### src/rtl/my_ram8.sv
// Eight-word register file with a one-hot write-enable decode and a
// combinational read mux; building block for the larger RAM levels.
module my_ram8 #(
   parameter int WIDTH = 16
) (
   input  logic             clk,
   input  logic             rst_n,
   input  logic [WIDTH-1:0] in,
   input  logic             load,
   input  logic [2:0]       address,
   output logic [WIDTH-1:0] out
);

   logic [7:0]       we_s;
   logic [WIDTH-1:0] word_d [8];
   logic [WIDTH-1:0] word_q [8];

   // Write-enable demux: load steered to exactly one word, or none.
   always_comb begin
      we_s = 8'h00;
      if (load) begin
         case (address)
            3'd0:    we_s = 8'b0000_0001;
            3'd1:    we_s = 8'b0000_0010;
            3'd2:    we_s = 8'b0000_0100;
            3'd3:    we_s = 8'b0000_1000;
            3'd4:    we_s = 8'b0001_0000;
            3'd5:    we_s = 8'b0010_0000;
            3'd6:    we_s = 8'b0100_0000;
            3'd7:    we_s = 8'b1000_0000;
            default: we_s = 8'h00;
         endcase
      end else begin
         we_s = 8'h00;
      end
   end

   // Next-state: enabled word takes the write data, others hold.
   always_comb begin
      for (int i = 0; i < 8; i++) begin
         word_d[i] = word_q[i];
         if (we_s[i]) begin
            word_d[i] = in;
         end else begin
            word_d[i] = word_q[i];
         end
      end
   end

   // Storage; reset clears every word immediately, dropping any pending write.
   always_ff @(posedge clk or negedge rst_n) begin
      if (!rst_n) begin
         for (int i = 0; i < 8; i++) begin
            word_q[i] <= {WIDTH{1'b0}};
         end
      end else begin
         for (int i = 0; i < 8; i++) begin
            word_q[i] <= word_d[i];
         end
      end
   end

   // Read mux: no latency, no bypass of the word being written.
   always_comb begin
      out = word_q[address];
   end

endmodule

### config.mk
export PLATFORM = sky130hd
export DESIGN_NAME = my_ram8
export DESIGN_NICKNAME = d
export VERILOG_FILES = /design/src/rtl/my_ram8.sv
export SDC_FILE = /design/constraint.sdc
export NUM_CORES = 1
export LEC_CHECK = 0
export CELL_PAD_IN_SITES_DETAIL_PLACEMENT = 1
export CELL_PAD_IN_SITES_GLOBAL_PLACEMENT = 2
export CORE_MARGIN = 3
export CORE_UTILIZATION = 47
export DETAILED_ROUTE_END_ITERATION = 16
export PLACE_DENSITY_LB_ADDON = 0.08
export REMOVE_ABC_BUFFERS = 1
export SLEW_MARGIN = 0
export SYNTH_ARGS = -nofsm -noshare
export SYNTH_HDL_FRONTEND = slang
export SYNTH_SLANG_ARGS = --single-unit
### constraint.sdc
create_clock -name clk -period 4.1 [get_ports clk]
set_input_delay 1.23 -clock clk [delete_from_list [all_inputs] [get_ports clk]]
set_output_delay 1.23 -clock clk [all_outputs]
set_load 0.005 [all_outputs]
==> results of run 1 <==
==> routing by layer <==
metal,GRT usage (%),part of all wire [%]
met3,6.46,3.0
met1,29.8,45
met5,0,0
met4,5.65,1.2
met2,39.1,51
==> layout by cell type, fill, tap and decap left out, drive strengths merged, types with 2 or more instances in the layout <==
cell | Yosys | final
mux4 | 6 | 6
inv | 2 | 2
clkbuf | 0 | 29
nand3 | 4 | 4
o2bb2ai | 4 | 4
dlygate4sd2 | 0 | 12
a221oi | 11 | 11
mux2i | 18 | 18
clkinv | 0 | 2
a21oi | 2 | 2
bufinv | 0 | 2
clkdlybuf4s50 | 0 | 22
and2b | 2 | 2
mux2 | 148 | 148
nor2 | 6 | 6
o22ai | 19 | 19
nand2 | 7 | 7
buf | 23 | 44
dfrtp | 128 | 128
nor3 | 2 | 2
nand2b | 3 | 3
==> what timing repair did <==
| item | in CTS | in global routing |
|---|---|---|
| setup endpoints to repair | 16 | 2 |
| cloned | 1 | 0 |
| gates resized for setup | 31 | 3 |
| buffers inserted | 2 | 0 |
==> cells by family (layout without fill, tap and decap cells) <==
group | count (synthesis) | after routing
mux | 172 | 172
flops | 128 | 128
compound gates | 40 | 40
simple gates | 30 | 30
buf+inv | 25 | 114
==> layout make-up <==
class,instances,area (µm²),share of cell area [%]
clock buffers,28,537,7.18
clock inverters,4,70.1,0.937
repair buffers,80,781,10.4
well taps,168,210,2.81
flip-flops and latches,128,3200,42.8
inverters,2,10.0,0.134
multi-input cells,242,2670,35.7
==> where the power goes <==
group / switching, µW / internal [µW]
clock: 522 / 1010
combinational: 285 / 454
sequential: 156 / 1540
==> how the worst max path moves through the flow <==
stage,start,endpoint,slack [ns],depth (start not counted)
finish,address[2],out[11],0.08,5
global route,address[2],out[11],0.01,5
CTS,address[1],out[14],-0.01,6
detailed placement,address[0],out[12],-0.32,7
global placement,address[0],out[15],-0.30,6
floorplan,address[2],out[14],0.97,3
==> through the flow <==
step | instances | total power (µW) | cell area (µm²) | TNS (ns) | setup slack, ns
2_1_floorplan | 372 | 2110 | 5800 | 0 | 0.974
3_3_place_gp | 617 | 2380 | 6760 | -3.52 | -0.298
3_5_place_dp | 617 | 2440 | 6760 | -3.89 | -0.318
4_1_cts | 652 | 4000 | 7470 | -0.0125 | -0.0125
5_1_grt | 652 | 4170 | 7480 | 0 | 0.0135
6_report | 652 | 3970 | 7480 | 0 | 0.0825
==> impl_metrics.csv, run 1 <==
group,metric,value,unit
routing,drt-initial-drc-count,139,
critical_path,slowest_delay,0.55,ns
hold_path,hold_depth,1,
timing,timing.final.crit_period,4.02,ns
cts,clkLatencyLatePin,0.42,ns
timing,max_slew_margin,33.8,%
cts,ctsLongestPathBuffers,2,
floorplan,fp-row-count,40,
timing,tightest_slew,0.993,ns
final_layout,reg_top3,"word_q (128)",
routing,wirelength,15100,µm
floorplan,dieArea,0.0141,mm²
cts,cts_num_sinks,128,
synth,yosys_warnings,0,
hold_path,hold_path.startpoint,"word_q[91]",
power_and_ir_drop,power_density,531,mW/mm²
critical_path,reg2reg_slack,3.25,ns
cts,holdBufCountCts,0,
floorplan,die_y,119,µm
timing,finalClockSkew,0,ns
global_routing,grt_max_degree,74,
synth,synth_edf_count,0,
floorplan,core,0.0122,mm²
final_layout,largest_reg_flops,128,
synth,muxShareOfSynthArea,34.5,%
final_layout,areaGrowthSynthToFinish,25.5,%
synth,synthFlopType,"dfrtp_1",
synth,synth_area_leaders,"dfrtp_1, mux2_2, mux2_4",
cts,cts.clk_slew.worst_paths,0.06,ns
timing,finalMaxSlewViolations,0,
hold_path,hold_path.class,"flip-flop to flip-flop",
synth,syn_inst,395,
timing,rsz0062_at_grt,"no",
global_routing,grt_pass1_wl,24500,µm
cts,cts_tree,"built",
global_routing,track_usage,23.2,%
routing,wl_per_cell,23.1,µm
final_layout,num_antenna_cells,0,
critical_path,arrival,2.79,ns
timing,setup_viol,0,
synth,avgSynthCellArea,15.1,µm²
synth,yosysMostFrequentCell,"dfrtp_1",
run_status,status,"completed",
synth,ys_types,38,
placement,io_buffers,37,
floorplan,design.portCount,38,
power_and_ir_drop,irDropWorstVdd,0.000309,V
power_and_ir_drop,leakage,0.00330,µW
timing,finalHoldViolCount,0,
global_routing,antenna_found_initial,0,
critical_path,cp-end-kind,"primary output",
global_routing,grt_overflow_total,0,
synth,async_reset_ff_share,100,%
critical_path,critPathRequiredTime,2.87,ns
final_layout,final_util,61.2,%
critical_path,start_kind,"input pin",
synth,syn_area,0.00596,mm²
hold_path,min_to,"word_q[91]",
critical_path,critPathTopFamily,"buffers and inverters",
cts,htreeDepth,4,
synth,synth_area_leader_cell,"dfrtp_1",
floorplan,initial_utilization,48.8,%
synth,synth_seq_area_share,53.7,%
final_layout,regMostFlops,"word_q",
synth,synth_top_family_by_area,"multiplexers",
run,drv_cap,0,
placement,hpwl,9180,µm
final_layout,drive_gt1_share,51.0,%
critical_path,crit_buf_inv,3,
global_routing,first_global_vias,4215,
synth,synth_commonest_cells,"dfrtp_1, mux2_2, mux2_4",
synth,synth_xor_area_share,0,%
routing,routed_via_density,5.59,
critical_path,ff2ff_path_depth,1,
timing,period_share,98.0,%
final_layout,fill_cells,1150,
synth,synth-compound-area-share,4.97,%
routing,drc_errors,0,
floorplan,die-width,119,µm
critical_path,critPathMaxFanout,13,
routing,first_pass_iters,4,
synth,ys_ff_latch,128,
critical_path,crit_type,"input pin to primary output",
routing,ant_nets,0,
routing,vias,3644,
timing,fmax,249,MHz
final_layout,final_net_count,493,
placement,globalplace.congestion,0.739,
synth,netlist.area_leader.share,53.7,%
synth,synthSimpleGateAreaFrac,3.93,%
critical_path,rr_startpoint,"word_q[94]",
timing,whs,0.486,ns
cts,root_buffer,"clkbuf_16",
critical_path,worstReg2RegEnd,"word_q[94]",
synth,synthAdderAreaFrac,0,%
critical_path,crit_chain,"dlygate4sd2_1, buf_12, and2b_2, a221oi_2, clkdlybuf4s50_1",
cts,cts_buffers,17,
critical_path,crit_slowest_cell,"clkdlybuf4s50_1",
No activity file was read; power rests on OpenSTA's default activity.
==> inputs of run 2 (changes only) <==
--- a/config.mk
+++ b/config.mk
@@ -7,10 +7,9 @@
 export LEC_CHECK = 0
 export CELL_PAD_IN_SITES_DETAIL_PLACEMENT = 1
 export CELL_PAD_IN_SITES_GLOBAL_PLACEMENT = 2
-export CORE_MARGIN = 3
 export CORE_UTILIZATION = 47
 export DETAILED_ROUTE_END_ITERATION = 16
-export PLACE_DENSITY_LB_ADDON = 0.08
+export PLACE_DENSITY = 0.94
 export REMOVE_ABC_BUFFERS = 1
 export SLEW_MARGIN = 0
 export SYNTH_ARGS = -nofsm -noshare
==> run 2 against run 1 <==
  * Fmax grew 0.18%
  * Clock skew stayed put
  * Register-to-register slack barely moved
  * Flip-flop and latch count is the same
  * First-iteration DRC count increased by 45%
  * Wire length is 12% higher
  * Global-route usage up 5.2 points
  * Cell area is 0.38% higher
  * Final cell count decreased by 0.61%
  * Critical endpoint is now out[10]
  * Highest routed layer unchanged
==> impl_metrics.csv, run 2 (same netlist as run 1, synthesis figures left out) <==
group,metric,value,unit
power_and_ir_drop,irDropWorstVdd,0.000272,V
hold_path,hold_path.class,"flip-flop to flip-flop",
cts,cts_buffers,17,
critical_path,crit_chain,"clkdlybuf4s15_1, buf_6, or3b_4, buf_4, o22ai_2, a221oi_2, dlygate4sd2_1",
timing,timing.final.crit_period,4.01,ns
critical_path,crit_slowest_cell,"or3b_4",
placement,io_buffers,37,
routing,wirelength,16900,µm
floorplan,core,0.0122,mm²
critical_path,crit_type,"input pin to primary output",
critical_path,crit_buf_inv,4,
timing,finalHoldViolCount,0,
timing,period_share,97.8,%
routing,wl_per_cell,26.1,µm
critical_path,critPathTopFamily,"buffers and inverters",
run,drv_cap,0,
final_layout,final_common_cell,"dfrtp_1",
routing,drt-initial-drc-count,202,
timing,finalClockSkew,0,ns
routing,first_pass_iters,4,
floorplan,initial_utilization,49.0,%
hold_path,hold_depth,1,
timing,rsz0062_at_grt,"no",
cts,cts.clk_slew.worst_paths,0.05,ns
cts,htreeDepth,4,
global_routing,grt_max_degree,66,
critical_path,critPathRequiredTime,2.87,ns
critical_path,crit_cells,7,
timing,setup_viol,0,
timing,tightest_slew,0.857,ns
floorplan,die_y,115,µm
routing,vias,3797,
floorplan,dieArea,0.0131,mm²
final_layout,drive_gt1_share,52.1,%
final_layout,reg_top3,"word_q (128)",
global_routing,grt_overflow_total,0,
run_status,status,"completed",
floorplan,fp-row-count,40,
routing,ant_nets,0,
cts,ctsLongestPathBuffers,2,
final_layout,final_util,61.7,%
routing,routed_via_density,5.86,
timing,max_slew_margin,42.9,%
routing,drc_errors,0,
final_layout,num_antenna_cells,0,
critical_path,critPathMaxFanout,9,
final_layout,most-common-layout-cells,"dfrtp_1, mux2_2, buf_4",
cts,cts_tree,"built",
placement,hpwl,9500,µm
cts,cts_num_sinks,128,
placement,dpl_cell_area,0.00668,mm²
critical_path,cp-end-kind,"primary output",
timing,fmax,249,MHz
cts,root_buffer,"clkbuf_16",
floorplan,design.portCount,38,
critical_path,ff2ff_path_depth,1,
critical_path,start_kind,"input pin",
global_routing,track_usage,28.4,%
final_layout,areaGrowthSynthToFinish,25.9,%
final_layout,regMostFlops,"word_q",
timing,finalMaxSlewViolations,0,
timing,finalWorstSetupSlack,0.0898,ns
critical_path,slowest_delay,0.44,ns
cts,clkLatencyLatePin,0.42,ns
final_layout,fill_cells,1135,
global_routing,antenna_found_initial,0,
global_routing,first_global_vias,4483,
final_layout,largest_reg_flops,128,
final_layout,design_area,0.00751,mm²
floorplan,die-width,115,µm
final_layout,final_net_count,489,
placement,pre_cts_ws,-0.317,ns
global_routing,grt_pass1_wl,26700,µm
power_and_ir_drop,leakage,0.00333,µW
placement,globalplace.congestion,0.755,
power_and_ir_drop,power_density,548,mW/mm²
critical_path,arrival,2.78,ns
[run 2: layout make-up]
| cell class | instances | area (µm²) | area share, % |
|---|---|---|---|
| Inverter | 2 | 7.51 | 0.100 |
| Tap cell | 168 | 210 | 2.80 |
| Clock buffer | 20 | 467 | 6.22 |
| Multi-Input combinational cell | 242 | 2690 | 35.9 |
| Sequential cell | 128 | 3200 | 42.7 |
| Clock inverter | 12 | 163 | 2.17 |
| Timing Repair Buffer | 76 | 764 | 10.2 |
[run 2: worst paths after layout]
check | from | to | slack [ns]
max | address[2] | out[10] | 0.09
min | word_q[92] | word_q[92] | 0.49
max reg2reg | word_q[89] | word_q[89] | 3.24
min reg2reg | word_q[92] | word_q[92] | 0.49
max in group asynchronous | rst_n | word_q[32] | 2.37
min in group asynchronous | rst_n | word_q[82] | 0.91
[run 2: metal layers]
layer | part of all wire, % | vias up | global-route usage, %
met2 | 51 | 95 | 48.2
met3 | 3.0 | 51 | 5.40
li1 | - | 1625 | -
met5 | 0 | - | 0
met1 | 42 | 2026 | 34.4
met4 | 4.0 | 0 | 15.0
[run 2: where the power goes]
part / internal, µW / leakage (µW) / total [µW] / switching [µW]
combinational: 456 / 0.00148 / 772 / 316
sequential: 1540 / 0.00154 / 1730 / 181
clock: 1060 / 0.000315 / 1610 / 558
[run 2: what timing repair did]
item	CTS	global route
resized for setup	36	8
setup buffers	3	1
pin swaps	1	3
endpoints found under the setup margin	16	5
gates cloned	1	1
hold buffers	0	0
[run 2: metrics by stage]
stage | instances | power, µW | hold slack, ns | setup TNS (ns)
floorplan | 372 | 2110 | 0.452 | 0
global placement | 610 | 2370 | 0.462 | -3.76
detailed placement | 610 | 2440 | 0.481 | -4.03
CTS | 646 | 4090 | 0.491 | 0
global route | 648 | 4260 | 0.511 | 0
finish | 648 | 4110 | 0.486 | 0
==> inputs of run 3 (changes only) <==
--- a/config.mk
+++ b/config.mk
@@ -7,6 +7,7 @@
 export LEC_CHECK = 0
 export CELL_PAD_IN_SITES_DETAIL_PLACEMENT = 1
 export CELL_PAD_IN_SITES_GLOBAL_PLACEMENT = 2
+export CORE_MARGIN = 1.5
 export CORE_UTILIZATION = 47
 export DETAILED_ROUTE_END_ITERATION = 16
 export PLACE_DENSITY = 0.94
@@ -15,3 +16,4 @@
 export SYNTH_ARGS = -nofsm -noshare
 export SYNTH_HDL_FRONTEND = slang
 export SYNTH_SLANG_ARGS = --single-unit
+export TNS_END_PERCENT = 10
==> run 3 against run 2 <==
  * Sequential power hardly changed
  * Final cell count is 0.31% lower
  * Fmax is 0.48% lower
  * First-iteration DRC count is 34% higher
  * Die area is 1.8% higher
  * Cell area is 0.92% lower
  * Count of clock-buffer cells in the layout is 6 higher
  * Clock power is 6% lower
  * Sequential share of layout area is 0.39 points higher
  * Critical path type unchanged
  * Largest power group unchanged
==> impl_metrics.csv, run 3 (same netlist as run 1, synthesis figures left out) <==
group,metric,value,unit
run_status,status,"completed",
timing,rsz0062_at_grt,"no",
final_layout,num_antenna_cells,0,
critical_path,rr_startpoint,"word_q[88]",
cts,cts.clk_slew.worst_paths,0.05,ns
final_layout,regMostFlops,"word_q",
critical_path,crit_type,"input pin to primary output",
floorplan,initial_utilization,48.8,%
critical_path,ff2ff_path_depth,1,
floorplan,die_y,116,µm
timing,max_slew_margin,53.3,%
cts,holdBufCountCts,0,
routing,ant_nets,0,
global_routing,grt_max_degree,82,
routing,drc_errors,0,
timing,finalHoldViolCount,0,
critical_path,arrival,2.80,ns
cts,cts_buffers,17,
critical_path,start_kind,"input pin",
final_layout,largest_reg_flops,128,
timing,finalMaxSlewViolations,0,
power_and_ir_drop,switchingPower,1010,µW
cts,cts_tree,"built",
power_and_ir_drop,sw_frac_of_total,25.3,%
hold_path,hold_path.startpoint,"word_q[92]",
final_layout,final_util,60.9,%
critical_path,worstReg2RegEnd,"word_q[88]",
floorplan,fp-row-count,40,
routing,drt-initial-drc-count,271,
floorplan,design.portCount,38,
critical_path,slowest_delay,0.51,ns
critical_path,crit_slowest_cell,"mux4_2",
cts,clkLatencyLatePin,0.41,ns
cts,root_buffer,"clkbuf_16",
timing,setup_viol,0,
timing,tightest_slew,0.699,ns
cts,cts_num_sinks,128,
routing,wirelength,16500,µm
global_routing,antenna_found_initial,0,
hold_path,hold_path.class,"flip-flop to flip-flop",
final_layout,fill_cells,1164,
routing,first_pass_iters,4,
global_routing,first_global_vias,4520,
routing,wl_per_cell,25.5,µm
global_routing,track_usage,27.2,%
power_and_ir_drop,irDropWorstVdd,0.000319,V
cts,ctsLongestPathBuffers,2,
power_and_ir_drop,power_density,537,mW/mm²
final_layout,design_area,0.00744,mm²
power_and_ir_drop,intPower,2980,µW
final_layout,areaGrowthSynthToFinish,24.8,%
power_and_ir_drop,pwr-share-clk,38.1,%
final_layout,final_net_count,488,
final_layout,final_common_cell,"dfrtp_1",
routing,vias,3774,
power_and_ir_drop,p_comb_share,19.0,%
floorplan,dieArea,0.0134,mm²
final_layout,drive_gt1_share,50.6,%
critical_path,critPathRequiredTime,2.87,ns
global_routing,grt_pass1_wl,26100,µm
timing,finalClockSkew,0,ns
global_routing,grt_overflow_total,0,
hold_path,min_to,"word_q[92]",
routing,routed_via_density,5.84,
power_and_ir_drop,sequentialPowerShare,42.9,%
placement,dpl_cell_area,0.00672,mm²
final_layout,most-common-layout-cells,"dfrtp_1, mux2_2, buf_4",
placement,io_buffers,37,
cts,htreeDepth,4,
final_layout,reg_top3,"word_q (128)",
timing,period_share,98.3,%
critical_path,cp-end-kind,"primary output",
hold_path,hold_depth,1,
power_and_ir_drop,leakage,0.00330,µW
placement,globalplace.congestion,0.769,
critical_path,crit_chain,"clkbuf_4, buf_12, buf_12, mux4_2, nor2_1, nor2_1, clkdlybuf4s50_1",
timing,fmax,248,MHz
timing,timing.final.crit_period,4.03,ns
floorplan,core,0.0122,mm²
floorplan,die-width,116,µm
critical_path,critPathMaxFanout,8,
run,drv_cap,0,
critical_path,reg2reg_slack,3.27,ns
placement,hpwl,9410,µm
timing,tns,0,ns
-- run 3: changes by cell type in the layout (fill, tap and decap cells not counted), sizes merged, moves of 2 or more --
cell	delta
dlygate4sd2	+2
clkinv	-4
bufinv	-2
clkbuf	+6
-- run 3: area by class of cell --
type / count / area (µm²) / share of cell area [%]
flip-flops and latches: 128 / 3200 / 43.1
repair buffers: 75 / 752 / 10.1
multi-input cells: 242 / 2670 / 35.9
inverters: 2 / 7.51 / 0.101
clock buffers: 26 / 519 / 6.98
clock inverters: 5 / 75.1 / 1.01
well taps: 168 / 210 / 2.83
-- run 3: worst max-delay path by stage --
stage,startpoint,cells after the start,endpoint
6_report,address[0],7,out[3]
5_1_grt,address[0],7,out[3]
4_1_cts,address[2],7,out[5]
3_5_place_dp,address[2],7,out[1]
3_3_place_gp,address[2],7,out[2]
2_1_floorplan,address[2],3,out[14]
-- run 3: metal layers --
metal | global-route usage, % | up-vias | routed length [µm]
met5 | 0 | - | 0
met4 | 9.59 | 0 | 364
met3 | 7.32 | 31 | 584
met2 | 47.3 | 88 | 8670
met1 | 32.6 | 2034 | 6840
li1 | - | 1621 | -
-- run 3: through the flow --
stage / hold slack (ns) / setup WS (ns) / power [µW] / std cells
after floorplan: 0.452 / 0.974 / 2110 / 372
after global placement: 0.461 / -0.302 / 2370 / 612
after detailed placement: 0.481 / -0.340 / 2440 / 612
after CTS: 0.496 / 0.00576 / 4010 / 645
after global routing: 0.511 / 0.00382 / 4150 / 646
final: 0.495 / 0.0706 / 3990 / 646
-- run 3: power groups by stage --
stage | Sequential (µW) | Combinational [µW] | Clock, µW
after floorplan | 1650 | 459 | 0
after global placement | 1680 | 689 | 0
after detailed placement | 1710 | 727 | 0
after CTS | 1700 | 757 | 1550
after global routing | 1740 | 816 | 1590
final | 1710 | 759 | 1520
-- run 3: what timing repair did --
action | 4_1_cts | 5_1_grt
endpoints found under the setup margin | 16 | 4
setup buffers | 1 | 1
cloned | 1 | 0
pin swaps | 2 | 2
endpoints found under the hold margin | 0 | 0
gates resized for setup | 31 | 4
-- run 3: worst max-delay path, delay by kind of cell --
family                 cells  cell delay, ns
buffers and inverters      4            0.88
multiplexers               1            0.51
AND/OR/NAND/NOR            2            0.17
